**config.mk**
```make
export PLATFORM = sky130hd
export DESIGN_NAME = if_fetch
export DESIGN_NICKNAME = d
export VERILOG_FILES = /design/src/rtl/if_fetch_pkg.sv /design/src/rtl/if_fetch.sv
export SDC_FILE = /design/constraint.sdc
export NUM_CORES = 1
export LEC_CHECK = 0
export ABC_AREA = 1
export CAP_MARGIN = 20
export CORE_AREA = 2 2 122 124
export CTS_CLUSTER_DIAMETER = 200
export DETAILED_ROUTE_END_ITERATION = 16
export DIE_AREA = 0 0 124 126
export PLACE_DENSITY = 0.76
export SKIP_LAST_GASP = 1
export SLEW_MARGIN = 10
export SYNTH_ARGS = -nofsm -noshare
export SYNTH_HDL_FRONTEND = slang
export SYNTH_SLANG_ARGS = --single-unit
```
**constraint.sdc**
```tcl
create_clock -name clk -period 3.9 [get_ports clk]
set_input_delay 0.39 -clock clk [delete_from_list [all_inputs] [get_ports clk]]
set_output_delay 0.39 -clock clk [all_outputs]
set_load 0.05 [all_outputs]
```
**src/rtl/if_fetch_pkg.sv**
```systemverilog
// Shared types and constants for the instruction-fetch stage.
package if_fetch_pkg;

  typedef enum logic [1:0] {
    StIdle,
    StWait,
    StDrop
  } fetch_state_e;

  localparam logic [31:0] NopInst        = 32'h0000_0013;
  localparam logic [31:0] DefaultResetPc = 32'h0000_0000;

endpackage

```
**src/rtl/if_fetch.sv**
```systemverilog
// Instruction fetch: one outstanding imem request and a 1-entry output buffer.
// Optional IF_MISALIGN_EXC_EN flags misaligned PCs instead of fetching them.
module if_fetch
  import if_fetch_pkg::*;
#(
  parameter logic [31:0] RESET_PC = DefaultResetPc,
  parameter logic [31:0] NOP_INST = NopInst
) (
  input  logic        clk,
  input  logic        rst,
  input  logic        redirect_valid,
  input  logic [31:0] redirect_pc,
  input  logic        pipeline_stop,
  output logic        imem_req,
  output logic [31:0] imem_addr,
  input  logic        imem_rvalid,
  input  logic [31:0] imem_rdata,
  output logic        if_valid,
  output logic [31:0] if_pc,
  output logic [31:0] if_inst
`ifdef IF_MISALIGN_EXC_EN
  ,
  output logic        if_misalign
`endif
);

  fetch_state_e state_q, state_d;
  logic [31:0]  pc_q, pc_d;
  logic [31:0]  issued_pc_q, issued_pc_d;
  logic         out_valid_q, out_valid_d;
  logic [31:0]  out_pc_q, out_pc_d;
  logic [31:0]  out_inst_q, out_inst_d;
  logic         issue;
  logic         buf_free;
  logic [31:0]  fetch_addr;
`ifdef IF_MISALIGN_EXC_EN
  logic         mis_hold_q, mis_hold_d;
  logic         out_mis_q, out_mis_d;
`endif

  assign fetch_addr = {pc_q[31:2], 2'b00};
  assign buf_free   = ~out_valid_q | ~pipeline_stop;

  always_comb begin
    state_d     = state_q;
    pc_d        = pc_q;
    issued_pc_d = issued_pc_q;
    out_valid_d = out_valid_q;
    out_pc_d    = out_pc_q;
    out_inst_d  = out_inst_q;
    issue       = 1'b0;
`ifdef IF_MISALIGN_EXC_EN
    mis_hold_d  = mis_hold_q;
    out_mis_d   = out_mis_q;
`endif

    if (out_valid_q && !pipeline_stop) begin
      out_valid_d = 1'b0;
`ifdef IF_MISALIGN_EXC_EN
      out_mis_d   = 1'b0;
`endif
    end

    if (redirect_valid) begin
      out_valid_d = 1'b0;
      pc_d        = redirect_pc;
`ifdef IF_MISALIGN_EXC_EN
      mis_hold_d  = 1'b0;
      out_mis_d   = 1'b0;
`endif
      // A response landing this very cycle retires the outstanding request.
      unique case (state_q)
        StIdle:  state_d = StIdle;
        StWait:  state_d = imem_rvalid ? StIdle : StDrop;
        StDrop:  state_d = imem_rvalid ? StIdle : StDrop;
        default: state_d = StIdle;
      endcase
    end else begin
      unique case (state_q)
        StIdle: begin
          if (buf_free) begin
`ifdef IF_MISALIGN_EXC_EN
            if (pc_q[1:0] != 2'b00) begin
              if (!mis_hold_q) begin
                out_valid_d = 1'b1;
                out_pc_d    = pc_q;
                out_inst_d  = NOP_INST;
                out_mis_d   = 1'b1;
                mis_hold_d  = 1'b1;
              end
            end else begin
              issue = 1'b1;
            end
`else
            issue = 1'b1;
`endif
          end
        end
        StWait: begin
          if (imem_rvalid) begin
            out_valid_d = 1'b1;
            out_pc_d    = issued_pc_q;
            out_inst_d  = imem_rdata;
            state_d     = StIdle;
          end
        end
        StDrop: begin
          if (imem_rvalid) state_d = StIdle;
        end
        default: state_d = StIdle;
      endcase
    end

    if (issue) begin
      issued_pc_d = fetch_addr;
      pc_d        = pc_q + 32'd4;
      state_d     = StWait;
    end
  end

  always_ff @(posedge clk or posedge rst) begin
    if (rst) begin
      state_q     <= StIdle;
      pc_q        <= RESET_PC;
      issued_pc_q <= 32'h0;
      out_valid_q <= 1'b0;
      out_pc_q    <= 32'h0;
      out_inst_q  <= NOP_INST;
`ifdef IF_MISALIGN_EXC_EN
      mis_hold_q  <= 1'b0;
      out_mis_q   <= 1'b0;
`endif
    end else begin
      state_q     <= state_d;
      pc_q        <= pc_d;
      issued_pc_q <= issued_pc_d;
      out_valid_q <= out_valid_d;
      out_pc_q    <= out_pc_d;
      out_inst_q  <= out_inst_d;
`ifdef IF_MISALIGN_EXC_EN
      mis_hold_q  <= mis_hold_d;
      out_mis_q   <= out_mis_d;
`endif
    end
  end

  // Idle with an empty buffer would otherwise request while reset is held.
  assign imem_req  = issue & ~rst;
  assign imem_addr = imem_req ? fetch_addr : 32'h0;
  assign if_valid  = out_valid_q;
  assign if_pc     = out_pc_q;
  assign if_inst   = out_valid_q ? out_inst_q : NOP_INST;
`ifdef IF_MISALIGN_EXC_EN
  assign if_misalign = out_valid_q & out_mis_q;
`endif

endmodule

```
==> impl_metrics.env <==
export IMPL_outcome="finished, final reports clean"
export IMPL_wl_met3_um=1470
export IMPL_clk_pin_slew_worst_paths_ns=0.05
export IMPL_rows=44
export IMPL_crit_path_max_fanout=30
export IMPL_intPower_mw=3.96
export IMPL_drive_gt1_share_pct=15.3
export IMPL_critPathArrivalTime_ns=2.63
export IMPL_pwr_density_cell_nw_per_um2=741
export IMPL_finalSetupTns_ns=0
export IMPL_cts_made_buffers=17
export IMPL_postCtsHoldBufs=0
export IMPL_synth_compound_area_share_pct=8.20
export IMPL_p_seq_share_pct=33.6
export IMPL_fin_ws_ns=0.880
export IMPL_clk_root_buffer_cell="clkbuf_16"
export IMPL_synth_top_family_by_area="simple AND/OR/NAND/NOR gates"
export IMPL_ir_worst_vdd_mv=0.544
export IMPL_critPathKind="in2out"
export IMPL_synth_cells=744
export IMPL_rsz0062_at_grt="no"
export IMPL_grt_ovfl_total=0
export IMPL_yosys_area_share_adder_pct=0.608
export IMPL_power_leakage_nw=4.21
export IMPL_ant_nets=0
export IMPL_place_area_sq_um=8180
export IMPL_post_cts_resized=0
export IMPL_ys_types=36
export IMPL_tightest_slew_ns=0.872
export IMPL_n_antenna_cell=0
export IMPL_start_util_pct=43.2
export IMPL_firstDrtPassIters=7
export IMPL_cp_required_ns=3.51
export IMPL_setup_violations=0
export IMPL_synth_seq_area_share_pct=50.7
export IMPL_fin_skew_ns=0.00772
export IMPL_timing_hold_violations_final=0
export IMPL_critPathBufInv=5
export IMPL_grt_pass1_wl_um=26800
export IMPL_path_cells="clkdlybuf4s50_1 > buf_4 > inv_4 > nand3_4 > nor2_1 > inv_1 > nor2_1 > buf_12"
export IMPL_clock_latency_ns=0.42
export IMPL_switching_share_pct=39.5
export IMPL_layout_nets=969
export IMPL_fp_dieArea_sq_um=15600
export IMPL_vias=5498
export IMPL_clockBufferDepth=2
export IMPL_dr_wl_met2_um=8030
export IMPL_fin_crit_sh_pct=77.4
export IMPL_drt_initial_drc_count=352
export IMPL_holdCritPathClass="reg2reg"
export IMPL_pwr_share_clk_pct=26.1
export IMPL_synth_area_mux_share_pct=7.29
export IMPL_comb_power_share_pct=40.3
export IMPL_cts_setup_buffers=0
export IMPL_grt_max_degree=66
export IMPL_syn_area_sq_um=6180
export IMPL_slowest_stage="inv_1"
export IMPL_fillers=1221
export IMPL_path_delay_family="buffers and inverters"
export IMPL_route_detailed_drc=0
export IMPL_top_layer_used="met4"
export IMPL_antenna_found_initial=0
export IMPL_grt_use_total_pct=22.3
export IMPL_yosysWarnings=0
export IMPL_cp_start_kind="input port"
export IMPL_fin_crit_ns=3.02
export IMPL_fin_hold_ws_ns=0.475
export IMPL_final_cell_mix="nand2_1, clkdlybuf4s50_1, dfrtp_1, nor2_1, inv_1"
export IMPL_gp_congestion=0.855
export IMPL_endpoint_kind="output pin"
export IMPL_post_route_util_pct=61.7
export IMPL_core_area_sq_um=14300
export IMPL_syn2layout_area_growth_pct=42.9
export IMPL_synth_simple_area_share_pct=23.5
export IMPL_synth_xor_area_share_pct=0.425
export IMPL_critPathMaxStageDelay_ns=0.66
export IMPL_wl_met1_um=6770
export IMPL_cts_tree="built"
export IMPL_grt_pass1_vias=5351
export IMPL_drt_total_wl_um=16700
export IMPL_final_common_cell="nand2_1"
export IMPL_fp_dieH_um=126
export IMPL_synth_seq_cells=125
export IMPL_vias_per_cell=5.03
export IMPL_avgSynthCellArea_sq_um=8.30
export IMPL_io_buffers=160
export IMPL_slew_headroom_pct=41.8
export IMPL_cts_sinks=125
export IMPL_routedWlPerCell_um=15.3
export IMPL_drv_slew=0
export IMPL_p_sw_mw=2.58
export IMPL_cts_htree_levels=4
export IMPL_die_x_um=124
export IMPL_stdcell_area_sq_um=8830
export IMPL_io_pins=167
export IMPL_fmax_mhz=331
export IMPL_dpl_worst_slack_ns=0.908
export IMPL_maxCapViolCount=0
export IMPL_critPathMostFrequentCell="nor2_1"
export IMPL_dp_hpwl_um=11700
## worst paths after layout
check                      slack [ns]            from  depth (start not counted)       endpoint
max                              0.88  redirect_valid                          8  imem_addr[15]
min                              0.48   out_inst_q[0]                          2  out_inst_q[0]
max reg2reg                      1.88      state_q[1]                          6      if_pc[19]
min reg2reg                      0.48   out_inst_q[0]                          2  out_inst_q[0]
max in group asynchronous        2.40             rst                          3      if_pc[16]
min in group asynchronous        0.64             rst                          2      if_pc[28]
## worst min-delay path, stage by stage (launching register included)
cell     delay, ns
dfstp_2       0.36
inv_1         0.06
a21oi_1       0.06
## per-layer routing
metal  track usage (%)  vias to the layer above
met2              36.1                      234
met4              9.65                        0
met1              28.1                     2585
li1                  -                     2646
met3              5.93                       33
met5                 0                        -
## sequential cells by signal (all words and copies together) (netlist names)
name / count
out_inst_q: 32
if_pc: 30
issued_pc_q: 30
pc_q: 30
state_q: 2
if_valid: 1
## cell families after synthesis
group / count (synthesis)
xor gates and xnor gates: 3
buffers and inverters: 134
muxes: 40
and+or+nand+nor: 342
DFF: 125
adders and majority gates: 3
AOI/OAI and AO/OA: 96
other: 1
## through the flow
step	total power [mW]	instances
2_1_floorplan	3.92	747
3_3_place_gp	4.78	1062
3_5_place_dp	4.85	1062
4_1_cts	6.59	1094
5_1_grt	6.91	1094
6_report	6.54	1094
## cells in the mapped netlist, drive strengths merged
cell type | number | share of area, %
nand4 | 2 | 0.20
ha | 3 | 0.61
o21bai | 1 | 0.12
nor4 | 1 | 0.10
o21ai | 64 | 5.2
nand3 | 42 | 3.7
nor2 | 130 | 9.0
buf | 25 | 2.6
o22ai | 2 | 0.20
o211ai | 3 | 0.36
xnor2 | 1 | 0.14
mux2 | 40 | 7.3
nand2 | 166 | 10
o221ai | 1 | 0.14
xor2 | 2 | 0.28
dfrtp | 122 | 49
inv | 97 | 5.9
a21oi | 21 | 1.7
a211oi | 1 | 0.12
dfstp | 3 | 1.3
a211o | 1 | 0.14
conb | 1 | 0.061
a22oi | 1 | 0.12
and2 | 1 | 0.10
a31oi | 1 | 0.10
clkbuf | 12 | 0.73
## final cells by class
cell class	count	area, sq um	area share (%)
tap	184	230	2.61
sequential	125	3130	35.5
clock inverter	10	160	1.81
timing repair buffer	168	1960	22.2
inverter	97	369	4.18
clock buffer	22	484	5.49
multi-input combinational	488	2490	28.2
## power by group through the flow
stage	Sequential [mW]	Combinational [mW]	Clock, mW
finish	2.20	2.64	1.70
global route	2.28	2.84	1.80
CTS	2.20	2.66	1.73
detailed placement	2.21	2.64	0
global placement	2.19	2.59	0
floorplan	2.64	1.28	0
No activity file was read; power rests on OpenSTA's default activity.
